===== src/rtl/mem_axi_pkg.sv =====
// mem_axi_pkg: shared types and constants for mem_axi_arbiter.
//   state_t  - arbiter FSM states
//   owner_t  - which sram-like requester owns the outstanding transaction
//   ID_*     - AXI transaction IDs per requester
//   BURST_INCR - burst type driven on ar/aw (single beat, so only nominal)
package mem_axi_pkg;

  typedef enum logic [2:0] {
    IDLE         = 3'd0,
    RD_ADDR      = 3'd1,
    RD_DATA      = 3'd2,
    WR_ADDR_DATA = 3'd3,
    WR_RESP      = 3'd4
  } state_t;

  typedef enum logic {
    OWNER_INST = 1'b0,
    OWNER_DATA = 1'b1
  } owner_t;

  localparam logic [3:0] ID_INST    = 4'd0;
  localparam logic [3:0] ID_DATA    = 4'd1;
  localparam logic [1:0] BURST_INCR = 2'b01;

  // sram size (0/1/2 = byte/half/word) maps directly onto AXI size.
  function automatic logic [2:0] axi_size(input logic [1:0] sram_size);
    return {1'b0, sram_size};
  endfunction

endpackage


===== src/rtl/mem_axi_arbiter.sv =====
// mem_axi_arbiter: shares one single-beat AXI master between the instruction
// fetch and data sram-like ports, one outstanding transaction at a time.
// Ports:
//   clk, reset              - clock, asynchronous active-high reset
//   inst_sram_* / data_sram_* - sram-like requesters (req/wr/size/wstrb/addr/
//                             wdata in; addr_ok/data_ok/rdata out)
//   ar*, r*, aw*, w*, b*    - AXI master channels; fixed fields are constants
// The data port wins any tie in IDLE. addr_ok is only ever raised in IDLE.
module mem_axi_arbiter
  import mem_axi_pkg::*;
(
  input  logic        clk,
  input  logic        reset,
  // instruction requester
  input  logic        inst_sram_req,
  input  logic        inst_sram_wr,
  input  logic [1:0]  inst_sram_size,
  input  logic [3:0]  inst_sram_wstrb,
  input  logic [31:0] inst_sram_addr,
  input  logic [31:0] inst_sram_wdata,
  output logic        inst_sram_addr_ok,
  output logic        inst_sram_data_ok,
  output logic [31:0] inst_sram_rdata,
  // data requester
  input  logic        data_sram_req,
  input  logic        data_sram_wr,
  input  logic [1:0]  data_sram_size,
  input  logic [3:0]  data_sram_wstrb,
  input  logic [31:0] data_sram_addr,
  input  logic [31:0] data_sram_wdata,
  output logic        data_sram_addr_ok,
  output logic        data_sram_data_ok,
  output logic [31:0] data_sram_rdata,
  // read address channel
  output logic [3:0]  arid,
  output logic [31:0] araddr,
  output logic [7:0]  arlen,
  output logic [2:0]  arsize,
  output logic [1:0]  arburst,
  output logic [1:0]  arlock,
  output logic [3:0]  arcache,
  output logic [2:0]  arprot,
  output logic        arvalid,
  input  logic        arready,
  // read data channel
  input  logic [3:0]  rid,
  input  logic [31:0] rdata,
  input  logic [1:0]  rresp,
  input  logic        rlast,
  input  logic        rvalid,
  output logic        rready,
  // write address channel
  output logic [3:0]  awid,
  output logic [31:0] awaddr,
  output logic [7:0]  awlen,
  output logic [2:0]  awsize,
  output logic [1:0]  awburst,
  output logic [1:0]  awlock,
  output logic [3:0]  awcache,
  output logic [2:0]  awprot,
  output logic        awvalid,
  input  logic        awready,
  // write data channel
  output logic [3:0]  wid,
  output logic [31:0] wdata,
  output logic [3:0]  wstrb,
  output logic        wlast,
  output logic        wvalid,
  input  logic        wready,
  // write response channel
  input  logic [3:0]  bid,
  input  logic [1:0]  bresp,
  input  logic        bvalid,
  output logic        bready
);

  state_t      state_reg;
  owner_t      owner_reg;
  logic        wr_reg;
  logic [1:0]  size_reg;
  logic [31:0] addr_reg;
  logic [3:0]  wstrb_reg;
  logic [31:0] wdata_reg;
  logic        arvalid_reg, awvalid_reg, wvalid_reg;
  logic        aw_done_reg, w_done_reg;

  // Grant depends only on req and state, never on AXI inputs.
  logic grant_data, grant_inst;
  assign grant_data = (state_reg == IDLE) && data_sram_req;
  assign grant_inst = (state_reg == IDLE) && !data_sram_req && inst_sram_req;

  assign data_sram_addr_ok = grant_data;
  assign inst_sram_addr_ok = grant_inst;

  // Payload of whichever port is being granted this cycle.
  logic        sel_wr;
  logic [1:0]  sel_size;
  logic [31:0] sel_addr, sel_wdata;
  logic [3:0]  sel_wstrb;
  assign sel_wr    = grant_data ? data_sram_wr    : inst_sram_wr;
  assign sel_size  = grant_data ? data_sram_size  : inst_sram_size;
  assign sel_addr  = grant_data ? data_sram_addr  : inst_sram_addr;
  assign sel_wdata = grant_data ? data_sram_wdata : inst_sram_wdata;
  assign sel_wstrb = grant_data ? data_sram_wstrb : inst_sram_wstrb;

  // A channel counts as finished if it completed earlier or handshakes now.
  logic aw_fin, w_fin;
  assign aw_fin = aw_done_reg || (awvalid_reg && awready);
  assign w_fin  = w_done_reg  || (wvalid_reg  && wready);

  // Completion is combinational from rvalid/bvalid.
  logic xfer_done;
  assign xfer_done = wr_reg ? ((state_reg == WR_RESP) && bvalid)
                            : ((state_reg == RD_DATA) && rvalid);

  assign data_sram_data_ok = xfer_done && (owner_reg == OWNER_DATA);
  assign inst_sram_data_ok = xfer_done && (owner_reg == OWNER_INST);
  assign data_sram_rdata   = rdata;
  assign inst_sram_rdata   = rdata;

  always_ff @(posedge clk or posedge reset) begin
    if (reset) begin
      state_reg   <= IDLE;
      owner_reg   <= OWNER_INST;
      wr_reg      <= 1'b0;
      size_reg    <= 2'd0;
      addr_reg    <= 32'd0;
      wstrb_reg   <= 4'd0;
      wdata_reg   <= 32'd0;
      arvalid_reg <= 1'b0;
      awvalid_reg <= 1'b0;
      wvalid_reg  <= 1'b0;
      aw_done_reg <= 1'b0;
      w_done_reg  <= 1'b0;
    end else begin
      case (state_reg)
        IDLE: begin
          if (grant_data || grant_inst) begin
            owner_reg <= grant_data ? OWNER_DATA : OWNER_INST;
            wr_reg    <= sel_wr;
            size_reg  <= sel_size;
            addr_reg  <= sel_addr;
            wstrb_reg <= sel_wstrb;
            wdata_reg <= sel_wdata;
            if (sel_wr) begin
              state_reg   <= WR_ADDR_DATA;
              awvalid_reg <= 1'b1;
              wvalid_reg  <= 1'b1;
            end else begin
              state_reg   <= RD_ADDR;
              arvalid_reg <= 1'b1;
            end
          end
        end
        RD_ADDR: begin
          if (arready) begin
            arvalid_reg <= 1'b0;
            state_reg   <= RD_DATA;
          end
        end
        RD_DATA: begin
          if (rvalid) state_reg <= IDLE;
        end
        WR_ADDR_DATA: begin
          if (awvalid_reg && awready) begin
            awvalid_reg <= 1'b0;
            aw_done_reg <= 1'b1;
          end
          if (wvalid_reg && wready) begin
            wvalid_reg <= 1'b0;
            w_done_reg <= 1'b1;
          end
          // Later assignments win: flags are cleared for the next write.
          if (aw_fin && w_fin) begin
            state_reg   <= WR_RESP;
            aw_done_reg <= 1'b0;
            w_done_reg  <= 1'b0;
          end
        end
        WR_RESP: begin
          if (bvalid) state_reg <= IDLE;
        end
        default: state_reg <= IDLE;
      endcase
    end
  end

  // Read channels
  assign arid    = (owner_reg == OWNER_DATA) ? ID_DATA : ID_INST;
  assign araddr  = addr_reg;
  assign arlen   = 8'd0;
  assign arsize  = axi_size(size_reg);
  assign arburst = BURST_INCR;
  assign arlock  = 2'd0;
  assign arcache = 4'd0;
  assign arprot  = 3'd0;
  assign arvalid = arvalid_reg;
  assign rready  = (state_reg == RD_DATA);

  // Write channels
  assign awid    = ID_DATA;
  assign awaddr  = addr_reg;
  assign awlen   = 8'd0;
  assign awsize  = axi_size(size_reg);
  assign awburst = BURST_INCR;
  assign awlock  = 2'd0;
  assign awcache = 4'd0;
  assign awprot  = 3'd0;
  assign awvalid = awvalid_reg;
  assign wid     = ID_DATA;
  assign wdata   = wdata_reg;
  assign wstrb   = wstrb_reg;
  assign wlast   = 1'b1;
  assign wvalid  = wvalid_reg;
  assign bready  = (state_reg == WR_RESP);

  // Single outstanding transaction: IDs, response codes and rlast carry no
  // information the arbiter needs.
  logic unused_axi_inputs;
  assign unused_axi_inputs = ^{rid, rresp, rlast, bid, bresp};

endmodule


===== config.mk =====
export PLATFORM = sky130hd
export DESIGN_NAME = mem_axi_arbiter
export DESIGN_NICKNAME = d
export VERILOG_FILES = /design/src/rtl/mem_axi_pkg.sv /design/src/rtl/mem_axi_arbiter.sv
export SDC_FILE = /design/constraint.sdc
export NUM_CORES = 1
export LEC_CHECK = 0
export BUFFER_PORTS_ARGS = -buffer_cell sky130_fd_sc_hd__buf_2
export CORE_AREA = 2 2 166 168
export DETAILED_ROUTE_END_ITERATION = 6
export DIE_AREA = 0 0 168 170
export GPL_TIMING_DRIVEN = 0
export HOLD_SLACK_MARGIN = 0.1
export PLACE_DENSITY_LB_ADDON = 0.05
export SYNTH_ARGS = -nofsm -noshare
export SYNTH_HDL_FRONTEND = slang
export SYNTH_SLANG_ARGS = --single-unit
export TNS_END_PERCENT = 5

===== constraint.sdc =====
create_clock -name clk -period 3.05 [get_ports clk]
set_input_delay 0.1525 -clock clk [delete_from_list [all_inputs] [get_ports clk]]
set_output_delay 0.1525 -clock clk [all_outputs]
set_load 0.02 [all_outputs]

* Yosys cells after proc, flatten, opt, wreduce, memory -nomap -nowiden *
Index checks and enable logic that the tools add are counted.

storage, ports and cells
  bits in registers = 80
  logic and storage cells = 81

cells by class
  equality and inequality tests = 13
  muxes and demuxes = 29
  bitwise operators = 1
  reduce and logical (&&, ||, !) cells = 26

operators with widths
  cell                                           number
  2-to-1 mux 32 bit                              2
  != test 2 bit, second input constant           8
  2-to-1 mux 1 bit                               15
  2-to-1 mux 3 bit                               5
  one-hot mux 3 bit (5 select lines)             1
  AND reduction 4 bit                            3
  logical AND 1 bit                              10
  nonzero test 2 bit                             4
  == test 3 x 2 -> 1 bit, second input constant  2
  one-hot mux 1 bit (2 select lines)             3
  AND reduction 2 bit                            3
  AND reduction 5 bit                            1
  2-to-1 mux 2 bit                               2
  2-to-1 mux 4 bit                               1
  == test 3 x 1 -> 1 bit, second input constant  1
  == test 3 bit, second input constant           1
  logical NOT 3 bit                              1
  logical OR 1 bit                               3
  != test 2 x 1 -> 1 bit, second input constant  1
  logical NOT 1 bit                              1
  NOT 1 bit                                      1

* Depth between registers and ports, before layout *
Gate-level depths: netlist of the first run.

  depth in word-level cells = 6
  depth in mapped cells = 5

* Worst setup path before layout of the first run *
OpenSTA, ideal clock, no wires.

  kind = reg-to-reg
  from = register state_reg[1]
  to = register wdata_reg[10] (netlist: wdata[10])
  arrival = 1.314 ns
  setup slack = 1.612 ns
  cell stages (with the launch flop) = 6
  buffers on the path = 2
  clock period less this slack = 1.438 ns
  cell sequence = dfrtp_1 -> or3_1 -> buf_2 -> buf_6 -> a22oi_2 -> nand2_1

between the ends
  word-level cells in the longest chain between the ends = 5

ends and longest elaborated chain
  element                               RTL line                                                              RTL
  start: declaration                    mem_axi_arbiter.sv:77                                                 state_t state_reg;
  start signal: assignment              mem_axi_arbiter.sv:123                                                state_reg <= IDLE;
  start signal: assignment              mem_axi_arbiter.sv:146                                                state_reg <= WR_ADDR_DATA;
  start signal: assignment              mem_axi_arbiter.sv:150                                                state_reg <= RD_ADDR;
  logical NOT 3 bit (*)                 mem_axi_arbiter.sv:89, mem_axi_arbiter.sv:90, mem_axi_arbiter.sv:136
  logical AND 1 bit (2 in a row)        mem_axi_arbiter.sv:90                                                 assign grant_inst = (state_reg == IDLE) && !data_sram_req && inst_sram_req;
  logical OR 1 bit                      mem_axi_arbiter.sv:138                                                if (grant_data || grant_inst) begin
  AND reduction 2 bit (no source line)  n/a
  end signal: assignment                mem_axi_arbiter.sv:144                                                wdata_reg <= sel_wdata;
  end: declaration                      mem_axi_arbiter.sv:83                                                 logic [31:0] wdata_reg;

Every way passes the cells marked *; elsewhere a longest branch is shown, timed or not.
A chain may end at the register's enable or synchronous reset.

* Worst setup path after layout of the first run *
  from = register state_reg[1]
  to = register wdata_reg[3] (netlist: wdata[3])

Same word-level chain as after synthesis.

==> reports/results.txt, run 1 <==
status = finished, final reports clean
final setup fails = 0
fin crit share = 74.9%
Final #Nets = 1207
Ys Warns = 0
first-pass GRT wire length = 31500 um
FF+latch count, synth = 80
static leakage = 4.47 nW
# port buffers = 328
dpl ws = 1.13 ns
Finished Layout Cells = 1357
post-DP HPWL = 16700 um
Cell Chain, Critical Path = nor4b_2 > buf_2 > buf_2 > a32oi_1 > nand2_1 > dlygate4sd3_1
global route overflow = 0
maximum vdd drop = 0.433 mV
endpoints failing hold = 0
critical path's slowest cell = dlygate4sd3_1
Iteration-0 DRC Markers = 192
crit path kind = register to register
syn_area_per_cell = 9.65 um2
layout cells sized above 1 = 52.4%
initial antenna violation count = 3
CP max FO = 10
largest net degree at the start of global routing = 42
fillers = 2901
Cells after Synth = 541
cts bufs inserted = 9
placed cells = 1261
drt drc = 0
vias = 5495
# Max-Cap Violations = 0
total track usage = 14.2%
type of the worst min-delay path = input pin to register
Chip Height = 170 um
Area contributors post-synth = dfrtp_1, buf_4, a32oi_1
delay-heaviest family, CP = buffers and inverters
CP Capture Type = register
Std-Cell Rows = 60
via density per instance = 4.05
Worst EP arrival = 2.57 ns
CTS clk-pin slew, worst paths = 0.07 ns
Yosys top cell by area = dfrtp_1
Most common cell on crit path = buf_2
first-pass iteration count of the detailed router = 4
clk root buf = clkbuf_16
Tightest Pin Transition = 0.607 ns
fin crit period = 2.28 ns
Synth top area share = 38.4%
GP Congestion = 0.712
Setup Skew = 0.00832 ns
worst endpoint required time = 3.33 ns
vias in the first global route = 5374
clock sinks = 80
die area = 28600 um2
total core area = 26700 um2
I/O pin count = 426
Buf+Inv Stages, Crit Path = 3
initial core utilization = 19.6%
top_reg_cell synth = dfrtp_1
detailed-route wire length per cell = 15.8 um
CTS tree = yes
Max H-tree Level = 3
startpoint class of the critical path = register
Power Density = 923 nW/um2
ys async rst share = 100%
Post-Route WL = 21400 um
Clock Path Buffers = 2
Max-slew headroom = 59.5%
Post-synth EDFFs = 0
Area growth syn-to-layout = 65.2%
Detail Route Antenna Nets = 0
CP peak stage delay = 0.54 ns
fmax = 438 MHz
setup bufs post-CTS = 0
Slew Viols, Final = 0
post-synthesis cell area = 5220 um2
Final WS setup = 0.767 ns
Clock Latency Late Sink = 0.34 ns
RSZ-0062 raised after global routing = no
Die W = 168 um
sequential share of the synthesized area = 38.4%
Synth cell types = 38
[Yosys cell counts (2+ instances only)]
library cell,count
buf_2,15
o31ai_1,2
a32oi_1,38
nand2_1,41
o2bb2ai_1,31
a21bo_2,2
conb_1,2
and2_1,33
o21ai_0,4
clkbuf_1,18
buf_6,4
o211ai_1,3
a22oi_1,29
nor2_1,5
buf_4,152
dfrtp_1,80
a21oi_1,6
a21o_1,4
a22oi_2,10
nand2b_1,3
buf_1,4
o21ai_1,4
and3b_1,2
a31oi_1,34
nor2b_1,2
[path summary, 6_finish.rpt]
| check | startpoint | slack [ns] | cells after the start | endpoint |
|---|---|---|---|---|
| max | state_reg[1]$_DFFE_PP0P_ | 0.77 | 6 | wdata[3]$_DFFE_PP0P_ |
| min | inst_sram_addr[15] | 0.12 | 3 | araddr[15]$_DFFE_PP0P_ |
| max reg2reg | state_reg[1]$_DFFE_PP0P_ | 0.77 | 6 | wdata[3]$_DFFE_PP0P_ |
| min reg2reg | wdata[31]$_DFFE_PP0P_ | 0.49 | 1 | wdata[31]$_DFFE_PP0P_ |
| max in group asynchronous | reset | 1.97 | 4 | wstrb[0]$_DFFE_PP0P_ |
| min in group asynchronous | reset | 0.44 | 3 | araddr[30]$_DFFE_PP0P_ |
[power by group]
group | leakage (nW) | total (mW) | switching [mW] | internal [mW]
sequential | 0.972 | 2.09 | 0.491 | 1.60
combinational | 3.34 | 4.69 | 2.51 | 2.19
clock | 0.154 | 1.17 | 0.443 | 0.728
total | 4.47 | 7.95 | 3.44 | 4.51
[routing by layer]
| layer | up-vias | routed length (um) | track usage [%] |
|---|---|---|---|
| met1 | 2536 | 9160 | 17.4 |
| met3 | 14 | 1690 | 4.28 |
| met4 | 2 | 165 | 2.72 |
| met5 | - | 13 | 0 |
| met2 | 236 | 10400 | 24.8 |
| li1 | 2707 | - | - |
[logic make-up (layout without fill, tap and decap cells)]
| group | Yosys count | count (layout) | synth area share [%] |
|---|---|---|---|
| buffers and inverters | 195 | 618 | 25.9 |
| AO/OA/AOI/OAI | 170 | 170 | 25.7 |
| other | 2 | 54 | 0.144 |
| flip-flops | 80 | 80 | 38.4 |
| AND/OR/NAND/NOR | 94 | 94 | 9.88 |
[stage by stage]
stage / hold WS [ns] / power, mW / util [%] / setup TNS (ns) / instance area, um2
after global placement: 0.375 / 6.32 / 28.0 / -44.00 / 7470
final: 0.119 / 7.95 / 32.3 / 0 / 8620
after detailed placement: 0.272 / 6.27 / 28.2 / 0 / 7500
after floorplan: 0.248 / 4.81 / - / 0 / 5410
after CTS: 0.102 / 8.06 / 32.3 / 0 / 8610
after global routing: 0.121 / 8.53 / 32.3 / 0 / 8610
[cell usage in the layout (no fill, tap or decap), types with 6 or more instances in the layout]
| master | netlist | routed |
|---|---|---|
| conb_1 | 2 | 52 |
| a22oi_1 | 29 | 29 |
| nand2_1 | 41 | 41 |
| clkbuf_1 | 18 | 18 |
| buf_2 | 15 | 343 |
| a32oi_1 | 38 | 38 |
| dfrtp_1 | 80 | 80 |
| a22oi_2 | 10 | 10 |
| a31oi_1 | 34 | 34 |
| o2bb2ai_1 | 31 | 31 |
| dlygate4sd3_1 | 0 | 80 |
| clkbuf_16 | 0 | 9 |
| and2_1 | 33 | 33 |
| buf_4 | 152 | 152 |
| a21oi_1 | 6 | 6 |
[worst min-delay path, delay by kind of cell]
family,cells,cell delay [ns]
AOI/OAI and AO/OA,2,0.19
buffers and inverters,1,0.08
[final cells by class]
class	instances	area [um2]	share of cell area (%)
timing repair buffer	409	2470	28.7
multi-input combinational	316	2050	23.8
sequential	80	2000	23.2
buffer	193	1340	15.6
tap	341	427	4.95
clock buffer	10	239	2.77
clock inverter	4	70.1	0.813
inverter	2	10.0	0.116
antenna	2	5.00	0.0581
[repair_timing]
item,CTS,global route
hold buffers,80,0
hold endpoints to repair,79,0
resized for setup,0,0
Note: power is estimated with default switching activity, not from simulation.
==> inputs of run 2 (changes only) <==
--- a/config.mk
+++ b/config.mk
@@ -6,9 +6,9 @@
 export NUM_CORES = 1
 export LEC_CHECK = 0
 export BUFFER_PORTS_ARGS = -buffer_cell sky130_fd_sc_hd__buf_2
-export CORE_AREA = 2 2 166 168
+export CORE_AREA = 2 2 165 167
 export DETAILED_ROUTE_END_ITERATION = 6
-export DIE_AREA = 0 0 168 170
+export DIE_AREA = 0 0 167 169
 export GPL_TIMING_DRIVEN = 0
 export HOLD_SLACK_MARGIN = 0.1
 export PLACE_DENSITY_LB_ADDON = 0.05
==> constraint.sdc (replaced) <==
create_clock -name clk -period 1.85 [get_ports clk]
set_input_delay 0.0925 -clock clk [delete_from_list [all_inputs] [get_ports clk]]
set_output_delay 0.0925 -clock clk [all_outputs]
set_load 0.02 [all_outputs]
==> reports/results.txt, run 2 (same netlist as run 1, synthesis figures left out) <==
first-pass iteration count of the detailed router = 4
Clock Latency Late Sink = 0.35 ns
die area = 28200 um2
Power Density = 1380 nW/um2
# port buffers = 328
Chip Height = 169 um
cts bufs inserted = 9
startpoint class of the critical path = register
fin util = 34.2%
Die W = 167 um
Setup Skew = 0.00727 ns
internal power = 6.83 mW
# Max-Cap Violations = 0
Finished Layout Cells = 1397
crit path kind = register to output pin
global route overflow = 0
I/O pin count = 426
first-pass GRT wire length = 31800 um
Area growth syn-to-layout = 73.4%
initial antenna violation count = 1
Final Total Pwr = 12.4 mW
initial core utilization = 19.7%
fin crit share = 95.1%
clock sinks = 80
CP max FO = 10
CTS clk-pin slew, worst paths = 0.06 ns
Max-slew headroom = 58.8%
Psw = 5.62 mW
type of the worst min-delay path = input pin to register
most frequent cells in the layout = buf_2, buf_4, dlygate4sd3_1
Post-Route WL = 21000 um
clk root buf = clkbuf_16
Worst EP arrival = 1.67 ns
fin crit period = 1.76 ns
CP Capture Type = output pin
vias = 5523
drt drc = 0
detailed-route wire length per cell = 15.0 um
Clk pwr share = 15.8%
via density per instance = 3.95
dpl ws = -0.0415 ns
CTS tree = yes
Comb power frac = 56.6%
Slew Viols, Final = 0
Final WS setup = 0.0905 ns
Detail Route Antenna Nets = 0
status = finished, final reports clean
Clock Path Buffers = 2
endpoints failing hold = 0
sw frac = 45.1%
static leakage = 4.63 nW
RSZ-0062 raised after global routing = no
Max H-tree Level = 3
vias in the first global route = 5518
fmax = 568 MHz
post-DP HPWL = 16600 um
sequential share of power = 27.6%
commonest non-fill, non-tap cell in the layout = buf_2
final setup fails = 0
maximum vdd drop = 0.538 mV
worst endpoint required time = 1.76 ns
layout cells sized above 1 = 51.0%
Std-Cell Rows = 60
Fin Setup TNS = 0 ns
Tightest Pin Transition = 0.618 ns
placed cells = 1262
Iteration-0 DRC Markers = 228
total core area = 26500 um2
GP Congestion = 0.710
largest net degree at the start of global routing = 32
Final #Nets = 1246
fillers = 2805
total track usage = 14.2%
[run 2: area by class of cell]
class,instances,area [um2],share of cell area [%]
inverter,2,11.3,0.124
tap,341,427,4.71
antenna,1,2.50,0.0277
clock buffer,9,225,2.49
buffer,193,1360,15.0
multi-input combinational,316,2060,22.8
timing repair buffer,448,2860,31.6
sequential,80,2000,22.1
clock inverter,7,96.3,1.06
[run 2: power by group through the flow]
stage                     clock network (mW)  registers, mW  logic (mW)
after floorplan                            0           4.27        3.67
after global routing                    2.09           3.59        7.65
after global placement                     0           3.48        6.93
after CTS                               2.05           3.44        7.13
after detailed placement                   0           3.45        6.90
final                                   1.97           3.44        7.05
[run 2: critical path: stages, from the launching register on]
cell and delay (ns):
dfrtp_2 0.44, buf_4 0.15, nor4b_4 0.34, buf_6 0.21, buf_2 0.18
[run 2: per-layer routing]
layer | vias up | track usage (%) | wire length, um
met5 | - | 0 | 0
met4 | 0 | 3.60 | 184
met3 | 11 | 3.09 | 1450
met2 | 235 | 23.6 | 9910
met1 | 2494 | 18.7 | 9450
li1 | 2783 | - | -
[run 2: through the flow]
stage               hold WS, ns  instance area (um2)
finish                    0.105                 9050
CTS                       0.104                 9020
global route              0.130                 9050
floorplan                 0.188                 5410
detailed placement        0.185                 7520
global placement          0.314                 7480
[run 2: path summary, 6_finish.rpt]
check	depth (start not counted)	from	endpoint	slack, ns
setup / recovery	4	state_reg[1]$_DFFE_PP0P_	data_sram_addr_ok	0.09
hold / removal	3	rvalid	state_reg[1]$_DFFE_PP0P_	0.10
setup reg to reg	6	state_reg[1]$_DFFE_PP0P_	wstrb[2]$_DFFE_PP0P_	0.19
hold reg to reg	1	wdata[31]$_DFFE_PP0P_	wdata[31]$_DFFE_PP0P_	0.49
max in group asynchronous	4	reset	state_reg[1]$_DFFE_PP0P_	0.92
min in group asynchronous	3	reset	araddr[16]$_DFFE_PP0P_	0.37
[run 2: repair_timing]
item,CTS,global route
endpoints found under the setup margin,6,6
hold buffers,116,0
resized for setup,4,8
hold endpoints to repair,97,0
setup buffers,1,1
pin swaps,1,1
